**src/rtl/usr_pkg.sv**
```systemverilog
// Shared definitions for the serial deserializer: FSM state type and
// default geometry of the word path and output buffer.
package usr_pkg;

  localparam int unsigned USR_WIDTH_DEF = 4;
  localparam int unsigned USR_DEPTH_DEF = 2;

  typedef enum logic {
    IDLE    = 1'b0,
    COLLECT = 1'b1
  } usr_state_t;

endpackage

```
**src/rtl/usr_word_fifo.sv**
```systemverilog
// Small synchronous FIFO holding completed words. A push is honoured when
// the FIFO is not full or when a pop happens on the same edge, so a full
// buffer can still take a word while it hands one out. Read data is zero
// whenever the FIFO is empty.
module usr_word_fifo #(
  parameter int WIDTH = 4,
  parameter int DEPTH = 2
) (
  input  logic             clk,
  input  logic             rst_n,
  input  logic             i_push,
  input  logic             i_pop,
  input  logic [WIDTH-1:0] i_wdata,
  output logic [WIDTH-1:0] o_rdata,
  output logic             o_full,
  output logic             o_empty
);

  localparam int AW = $clog2(DEPTH);
  localparam int CW = AW + 1;
  localparam logic [AW-1:0] PTR_LAST = AW'(DEPTH - 1);
  localparam logic [CW-1:0] CNT_FULL = CW'(DEPTH);

  logic [WIDTH-1:0] r_mem [DEPTH];
  logic [AW-1:0]    r_wptr;
  logic [AW-1:0]    r_rptr;
  logic [CW-1:0]    r_count;

  logic w_do_push;
  logic w_do_pop;

  assign o_full    = (r_count == CNT_FULL);
  assign o_empty   = (r_count == '0);
  assign w_do_pop  = i_pop & ~o_empty;
  assign w_do_push = i_push & (~o_full | w_do_pop);
  assign o_rdata   = o_empty ? '0 : r_mem[r_rptr];

  // Pointer and occupancy bookkeeping; pointers wrap at DEPTH.
  always_ff @(posedge clk or negedge rst_n) begin
    if (!rst_n) begin
      r_wptr  <= '0;
      r_rptr  <= '0;
      r_count <= '0;
    end else begin
      if (w_do_push) r_wptr <= (r_wptr == PTR_LAST) ? '0 : r_wptr + AW'(1);
      if (w_do_pop)  r_rptr <= (r_rptr == PTR_LAST) ? '0 : r_rptr + AW'(1);
      case ({w_do_push, w_do_pop})
        2'b10:   r_count <= r_count + CW'(1);
        2'b01:   r_count <= r_count - CW'(1);
        default: r_count <= r_count;
      endcase
    end
  end

  // Word storage; contents are meaningless until written, and reads of an
  // empty buffer are masked to zero above.
  always_ff @(posedge clk) begin
    if (w_do_push) r_mem[r_wptr] <= i_wdata;
  end

endmodule

```
**src/rtl/usr_serial_deserializer.sv**
```systemverilog
// Serial-to-parallel word assembler. Qualified bits are shifted into a
// partial word in the order chosen by msb_first (latched per word); each
// completed word goes into a small FIFO. Words that find the FIFO full with
// no simultaneous pop are dropped and flagged by a one-cycle overrun pulse.
module usr_serial_deserializer
  import usr_pkg::*;
#(
  parameter int WIDTH = USR_WIDTH_DEF,
  parameter int DEPTH = USR_DEPTH_DEF
) (
  input  logic             clk,
  input  logic             rst_n,
  input  logic             ser_in,
  input  logic             ser_valid,
  input  logic             msb_first,
  input  logic             clear,
  input  logic             out_ready,
  output logic [WIDTH-1:0] out_data,
  output logic             out_valid,
  output logic             overrun,
  output logic             busy
);

  localparam int CW = $clog2(WIDTH);
  localparam logic [CW-1:0] CNT_LAST = CW'(WIDTH - 1);

  usr_state_t       r_state;
  logic [CW-1:0]    r_cnt;
  logic [WIDTH-1:0] r_shift;
  logic             r_msb;
  logic             r_ovr;

  logic             w_accept;
  logic             w_msb_eff;
  logic             w_complete;
  logic [WIDTH-1:0] w_shift_nxt;
  logic             w_full;
  logic             w_empty;
  logic             w_pop;
  logic             w_push;
  logic [WIDTH-1:0] w_rdata;

  // Insert one bit: MSB-first shifts left (first bit ends in the top),
  // LSB-first shifts right (first bit ends in bit 0).
  function automatic logic [WIDTH-1:0] shift_in(input logic [WIDTH-1:0] word,
                                                input logic b,
                                                input logic msb);
    if (msb) return {word[WIDTH-2:0], b};
    else     return {b, word[WIDTH-1:1]};
  endfunction

  // A bit on the first position of a word uses the live msb_first; later
  // bits use the value captured with that first bit.
  assign w_accept    = ser_valid & ~clear;
  assign w_msb_eff   = (r_cnt == '0) ? msb_first : r_msb;
  assign w_shift_nxt = shift_in(r_shift, ser_in, w_msb_eff);
  assign w_complete  = w_accept & (r_cnt == CNT_LAST);
  assign w_pop       = out_valid & out_ready;
  assign w_push      = w_complete & (~w_full | w_pop);

  // Word assembly FSM; clear aborts the partial word and outranks a bit.
  always_ff @(posedge clk or negedge rst_n) begin
    if (!rst_n) begin
      r_state <= IDLE;
      r_cnt   <= '0;
      r_shift <= '0;
      r_msb   <= 1'b0;
    end else if (clear) begin
      r_state <= IDLE;
      r_cnt   <= '0;
      r_shift <= '0;
    end else if (ser_valid) begin
      if (r_cnt == '0) r_msb <= msb_first;
      if (r_cnt == CNT_LAST) begin
        r_state <= IDLE;
        r_cnt   <= '0;
        r_shift <= '0;
      end else begin
        r_state <= COLLECT;
        r_cnt   <= r_cnt + CW'(1);
        r_shift <= w_shift_nxt;
      end
    end
  end

  // Overrun pulse: a word completed into a full buffer with no pop.
  always_ff @(posedge clk or negedge rst_n) begin
    if (!rst_n) r_ovr <= 1'b0;
    else        r_ovr <= w_complete & w_full & ~w_pop;
  end

  usr_word_fifo #(
    .WIDTH (WIDTH),
    .DEPTH (DEPTH)
  ) u_fifo (
    .clk     (clk),
    .rst_n   (rst_n),
    .i_push  (w_push),
    .i_pop   (w_pop),
    .i_wdata (w_shift_nxt),
    .o_rdata (w_rdata),
    .o_full  (w_full),
    .o_empty (w_empty)
  );

  assign out_valid = ~w_empty;
  assign out_data  = w_rdata;
  assign overrun   = r_ovr;
  assign busy      = (r_state == COLLECT);

endmodule
```
**config.mk**
```make
export PLATFORM = sky130hd
export DESIGN_NAME = usr_serial_deserializer
export DESIGN_NICKNAME = d
export VERILOG_FILES = /design/src/rtl/usr_pkg.sv /design/src/rtl/usr_word_fifo.sv /design/src/rtl/usr_serial_deserializer.sv
export SDC_FILE = /design/constraint.sdc
export NUM_CORES = 1
export LEC_CHECK = 0
export CAP_MARGIN = 20
export CORE_MARGIN = 2
export CORE_UTILIZATION = 45
export CTS_BUF_LIST = sky130_fd_sc_hd__clkbuf_4
export CTS_CLUSTER_DIAMETER = 200
export CTS_CLUSTER_SIZE = 12
export DETAILED_ROUTE_END_ITERATION = 12
export PLACE_DENSITY = 0.64
export RECOVER_POWER = 50
export SYNTH_ARGS = -nofsm -noshare
export SYNTH_HDL_FRONTEND = slang
export SYNTH_HIERARCHICAL = 1
export SYNTH_SLANG_ARGS = --single-unit
```
**constraint.sdc**
```tcl
create_clock -name clk -period 2.9 [get_ports clk]
set_clock_uncertainty 0.1 [all_clocks]
set_input_delay 0.435 -clock clk [delete_from_list [all_inputs] [get_ports clk]]
set_output_delay 0.435 -clock clk [all_outputs]
set_load 0.03 [all_outputs]
```
* Word level (Yosys, flattened, before mapping) *
Memory sizes are Yosys's and may differ from the RTL's.
Index checks and enable logic that the tools add are counted.
Widths: inputs -> output; s select.

word-level totals
  memory bits (writable) = 8
  memories = 1
  register bits = 13
  logic and storage cells = 54

memories
  name          depth  width  rd ports  clocked after Yosys merged registers in  write ports  RTL line             RTL
  u_fifo.r_mem  2      4      1         0                                        1            usr_word_fifo.sv:24  logic [WIDTH-1:0] r_mem [DEPTH];

operators by class
  $add $sub $neg = 5
  multiplexer cells = 17
  eq/ne operators = 4
  reductions and logical operators = 5
  bitwise gates (word level) = 14

operators with widths
  kind                 count
  $mux 4               5
  $and 1x1->1          8
  $mux 1               8
  $eq 2x2->1 const B   3
  $mux 2               3
  $add 2x1->2 const B  2
  $logic_not 2->1      2
  $not 1->1            4
  $pmux 2 s2           1
  $reduce_bool 2->1    2
  $add 1x1->1 const B  2
  $eq 2x1->1 const B   1
  $or 1x1->1           2
  $reduce_and 2->1     1
  $sub 2x1->2 const B  1

* Longest topological paths before layout *
  word-level depth = 8
  mapped depth = 7

* Modules after synthesis *
Netlist, hierarchy kept.

by module, submodules not included
  module                   sequential area each (sq um)  times used  area each (sq um)  cells each
  usr_word_fifo            340.3                         1           519.2              41
  usr_serial_deserializer  225.2                         1           450.4              41

* Least setup slack after synthesis *
No wires, ideal clock.

  kind = reg-to-reg
  from = reg u_fifo.r_count[0]
  to = reg u_fifo.r_count[0]
  cell stages (with the launch flop) = 8
  setup slack = 1014 ps
  path buffers = 0
  setup time = 87 ps
  arrival time = 1699 ps
  period minus slack after synthesis = 1886 ps
  required time = 2713 ps
  cell sequence = dfrtp_1 > nor2_1 > nor2b_1 > nand2b_1 > nor2b_1 > nand2b_1 > or2_2 > a22oi_1

on the way
  longest elaborated chain between the ends = 8

ends and longest elaborated chain
  item                                             RTL line                        RTL
  start: declaration                               usr_word_fifo.sv:27             logic [CW-1:0] r_count;
  start signal: assignment                         usr_word_fifo.sv:48             2'b10: r_count <= r_count + CW'(1);
  start signal: assignment                         usr_word_fifo.sv:49             2'b01: r_count <= r_count - CW'(1);
  start signal: assignment                         usr_word_fifo.sv:50             default: r_count <= r_count;
  $logic_not 2->1 (*)                              usr_word_fifo.sv:33             assign o_empty = (r_count == '0);
  via w_empty                                      usr_serial_deserializer.sv:38   logic w_empty;
  $not 1->1 (*)                                    usr_serial_deserializer.sv:106  assign out_valid = ~w_empty;
  $and 1x1->1 (*)                                  usr_serial_deserializer.sv:58   assign w_pop = out_valid & out_ready;
  via w_pop                                        usr_serial_deserializer.sv:39   logic w_pop;
  $or 1x1->1 (*)                                   usr_serial_deserializer.sv:59   assign w_push = w_complete & (~w_full | w_pop);
  $and 1x1->1 (*)                                  usr_serial_deserializer.sv:59
  via w_push                                       usr_serial_deserializer.sv:40   logic w_push;
  $and 1x1->1 (*)                                  usr_word_fifo.sv:35             assign w_do_push = i_push & (~o_full | w_do_pop);
  $eq 2x1->1 or $eq 2x2->1 (tied branches)         usr_word_fifo.sv:47             case ({w_do_push, w_do_pop})
  $pmux 2 s2 or $reduce_bool 2->1 (tied branches)  n/a

The timed path passes the listed nets; every way through them passes the cells marked *.
A chain may end at the register's enable or synchronous reset.

* Final worst setup path *
  from = reg u_fifo.r_count[0]
  to = out out_data[2]

on the way
  longest elaborated chain between the ends = 2

ends and longest elaborated chain
  item              RTL line                       RTL
  $logic_not 2->1   usr_word_fifo.sv:33
  via w_empty       usr_serial_deserializer.sv:38
  $mux 4            usr_word_fifo.sv:36            assign o_rdata = o_empty ? '0 : r_mem[r_rptr];
  end: declaration  usr_serial_deserializer.sv:18  output logic [WIDTH-1:0] out_data,

The timed path passes the listed nets, and every way through them passes these cells.

==> metrics.txt <==
# TYPE chip_impl_metric gauge
chip_impl_info{name="run_status",value="completed"} 1
chip_impl_metric{name="io_buffers",unit=""} 13
chip_impl_metric{name="cts_max_level",unit=""} 1
chip_impl_info{name="yosysMostFrequentCell",value="dfrtp_1"} 1
chip_impl_metric{name="drive_above_1_share",unit="%"} 9.18
chip_impl_metric{name="antenna_found_initial",unit=""} 0
chip_impl_metric{name="synth_seq_cells",unit=""} 21
chip_impl_metric{name="dp_cells",unit=""} 121
chip_impl_metric{name="post-route-min-period",unit="ns"} 2.32
chip_impl_metric{name="vias_in_the_first_global_route",unit=""} 610
chip_impl_metric{name="initial_core_util",unit="%"} 48.4
chip_impl_metric{name="first_iter_violations",unit=""} 14
chip_impl_metric{name="highest_achievable_clock_rate",unit="MHz"} 432
chip_impl_metric{name="cts.repair_timing.setup_buffer_count",unit=""} 0
chip_impl_metric{name="first_pass_iters",unit=""} 4
chip_impl_info{name="cts_tree",value="done"} 1
chip_impl_metric{name="drv_slew",unit=""} 0
chip_impl_info{name="synth.top_cells.by_area",value="dfrtp_1 34%, edfxtp_1 25%, mux2i_1 6.2%"} 1
chip_impl_metric{name="setup-tns-final",unit="ns"} 0
chip_impl_metric{name="asyncSetResetFlopFracSynth",unit="%"} 61.9
chip_impl_metric{name="place.detailed.hpwl",unit="um"} 1140
chip_impl_metric{name="finalHoldViolCount",unit=""} 0
chip_impl_info{name="hold_path.class",value="reg -> reg"} 1
chip_impl_metric{name="antenna_violating_nets_post_route",unit=""} 0
chip_impl_metric{name="clkSlewWorstSetupHoldPaths",unit="ns"} 0.11
chip_impl_metric{name="maxSlewHeadroom",unit="%"} 60.9
chip_impl_info{name="worstSetupPathType",value="reg -> out"} 1
chip_impl_metric{name="share_seq_of_total_power",unit="%"} 52.8
chip_impl_metric{name="yosysWarningCount",unit=""} 6
chip_impl_info{name="synthDominantAreaCellType",value="dfrtp_1"} 1
chip_impl_metric{name="groute.usage.overall",unit="%"} 14.2
chip_impl_metric{name="worstSkewPairLatency",unit="ns"} 0.30
chip_impl_info{name="timing.critical_path.slowest_stage_cell",value="clkdlybuf4s50_1"} 1
chip_impl_metric{name="finalWirelength",unit="um"} 1480
chip_impl_metric{name="floorplan.die_area",unit="um^2"} 2540
chip_impl_metric{name="cap_viol_max_count",unit=""} 0
chip_impl_metric{name="synthDominantCellAreaShare",unit="%"} 33.5
chip_impl_metric{name="power_leakage",unit="uW"} 0.000481
chip_impl_metric{name="ioPinCount",unit=""} 14
chip_impl_metric{name="number_of_buffers_added_to_fix_hold_violations_after_cts",unit=""} 0
chip_impl_info{name="cell_types_with_the_highest_counts_after_synthesis",value="13 x dfrtp_1, 12 x nor2_1, 8 x edfxtp_1"} 1
chip_impl_metric{name="power_per_cell_area",unit="nW/um^2"} 614
chip_impl_info{name="synth_top_flop_cell",value="dfrtp_1"} 1
chip_impl_metric{name="critical-path-max-stage-delay",unit="ns"} 0.60
chip_impl_info{name="worstSetupStartpointType",value="register"} 1
chip_impl_metric{name="floorplan.die.height",unit="um"} 50.4
chip_impl_metric{name="clock_power_share",unit="%"} 19.6
chip_impl_metric{name="detail_route.drc_violations",unit=""} 0
chip_impl_info{name="cts_root_buffer",value="clkbuf_4"} 1
chip_impl_metric{name="setup_viol_count_final",unit=""} 0
chip_impl_metric{name="clock_path_buffers",unit=""} 2
chip_impl_metric{name="syn-num-nets",unit=""} 91
chip_impl_metric{name="power.net_switching",unit="uW"} 225
chip_impl_metric{name="number_of_cells_produced_by_synthesis",unit=""} 82
chip_impl_metric{name="synth.avg_cell_area",unit="um^2"} 11.8
chip_impl_metric{name="critical_path_peak_fanout",unit=""} 8
chip_impl_metric{name="post_layout_nonfiller_instances",unit=""} 125
chip_impl_metric{name="placeableCoreArea",unit="um^2"} 2000
chip_impl_metric{name="gr-total-overflow",unit=""} 0
chip_impl_metric{name="largest_net_degree_at_the_start_of_global_routing",unit=""} 14
chip_impl_info{name="rsz0062_at_grt",value="false"} 1
chip_impl_metric{name="number_of_unique_standard_cell_types_used_by_synthesis",unit=""} 22
chip_impl_info{name="crit_path_end_kind",value="output pin"} 1
chip_impl_metric{name="vdd_drop_max",unit="mV"} 0.290
chip_impl_metric{name="wl_per_cell",unit="um"} 11.8
chip_impl_metric{name="route.detailed.vias_per_inst",unit=""} 5.07
chip_impl_metric{name="cp_data_arrival_time",unit="ns"} 1.78
chip_impl_metric{name="power.total",unit="uW"} 706
chip_impl_metric{name="rows",unit=""} 16
chip_impl_metric{name="cts-buffers-inserted",unit=""} 3
chip_impl_metric{name="syn_to_final_growth",unit="%"} 18.6
chip_impl_metric{name="nNetsFinal",unit=""} 108
chip_impl_metric{name="num_antenna_cells",unit=""} 0
chip_impl_metric{name="required_time_at_the_worst_slack_endpoint",unit="ns"} 2.37
chip_impl_metric{name="finalCritPeriodShare",unit="%"} 79.9
chip_impl_metric{name="die_w",unit="um"} 50.4
chip_impl_metric{name="cts_num_sinks",unit=""} 21
chip_impl_metric{name="worstMarginPinSlew",unit="ns"} 0.585
chip_impl_metric{name="synth_seq_area_share",unit="%"} 58.3
chip_impl_metric{name="grt_first_pass_wirelength",unit="um"} 2620
chip_impl_metric{name="synthesis.area",unit="um^2"} 970
chip_impl_metric{name="p_int",unit="uW"} 480
chip_impl_metric{name="synth_enable_flop_cells",unit=""} 8
chip_impl_metric{name="post_cts_resize_count",unit=""} 0
chip_impl_info{name="crit_path_frequent_cell",value="nor2_1"} 1
chip_impl_info{name="timing.critical_path.cells",value="nor2_1 > nor2_1 > clkdlybuf4s50_1"} 1
chip_impl_metric{name="sw_share",unit="%"} 31.9
chip_impl_metric{name="comb_power_share",unit="%"} 27.6
chip_impl_metric{name="place_congestion",unit=""} 0.718
chip_impl_metric{name="routed-via-count",unit=""} 634
-- per-stage QoR --
stage | hold slack, ns | setup slack (ns) | cell area [um^2] | util, %
floorplan | 0.0394 | 1.01 | 970 | -
detailed placement | 0.368 | 0.492 | 1130 | 56.6
global route | 0.413 | 0.436 | 1150 | 57.4
finish | 0.395 | 0.583 | 1150 | 57.4
global placement | 0.361 | 0.592 | 1130 | 56.6
CTS | 0.399 | 0.576 | 1160 | 58.0
-- path summary, 6_finish.rpt --
check,cells past startpoint,to,slack [ns],start
max,3,out_data[2],0.58,u_fifo/r_count[0]
min,2,busy,0.40,busy
max reg2reg,6,u_fifo/r_mem[0][0],0.77,u_fifo/r_count[0]
min reg2reg,2,busy,0.40,busy
max in group asynchronous,1,r_msb,1.86,rst_n
min in group asynchronous,1,u_fifo/r_count[0],0.46,rst_n
-- critical path, delay by kind of cell, from the launching register on --
| family | cells | cell delay, ns |
|---|---|---|
| AND/OR/NAND/NOR | 2 | 0.42 |
| buffers and inverters | 1 | 0.60 |
| flip-flops | 1 | 0.47 |
-- layout make-up --
cell class / instances / area (um^2)
fill: 186 / 852
sequential: 21 / 566
multi-input combinational: 54 / 370
timing repair buffer: 14 / 134
tap: 27 / 33.8
clock buffer: 3 / 22.5
inverter: 5 / 18.8
clock inverter: 1 / 5.00
-- kinds of logic after synthesis --
group                      share of synthesized area, %
AOI/OAI and AO/OA                                  7.48
xor gates and xnor gates                           1.81
adders and majority gates                          2.58
buffers and inverters                              2.71
DFF                                                58.3
muxes                                              12.6
and+or+nand+nor                                    14.5
-- sequential cells by signal (all words and copies together), names as in the netlist --
name and cells:
overrun 1, r_msb 1, u_fifo/r_rptr 1, r_cnt 2, busy 1, r_shift 4
u_fifo/r_mem 8, u_fifo/r_count 2, u_fifo/r_wptr 1
-- power by group through the flow --
stage	clock (uW)	sequential [uW]	combinational, uW
CTS	143	373	202
global route	158	379	214
global placement	0	378	200
floorplan	0	361	150
finish	138	373	195
detailed placement	0	379	201
-- cell usage in the layout (no fill, tap or decap), drive strengths merged, types with 3 or more instances in the layout --
master / instances
dfrtp: 13
nor2: 12
clkdlybuf4s50: 10
edfxtp: 8
mux2i: 7
nand2: 7
inv: 5
nor2b: 4
a32o: 4
clkbuf: 4
mux2: 4
nand2b: 3
a21oi: 3
dlygate4sd3: 3
-- routing by layer --
layer / global-route usage (%) / up-vias / share of wire [%]
li1: - / 318 / -
met4: 6.76 / 0 / 1.2
met1: 17.4 / 291 / 46
met5: 0 / - / 0
met3: 3.57 / 2 / 6.0
met2: 23.5 / 23 / 46
Power figures use the tool's default switching activity.
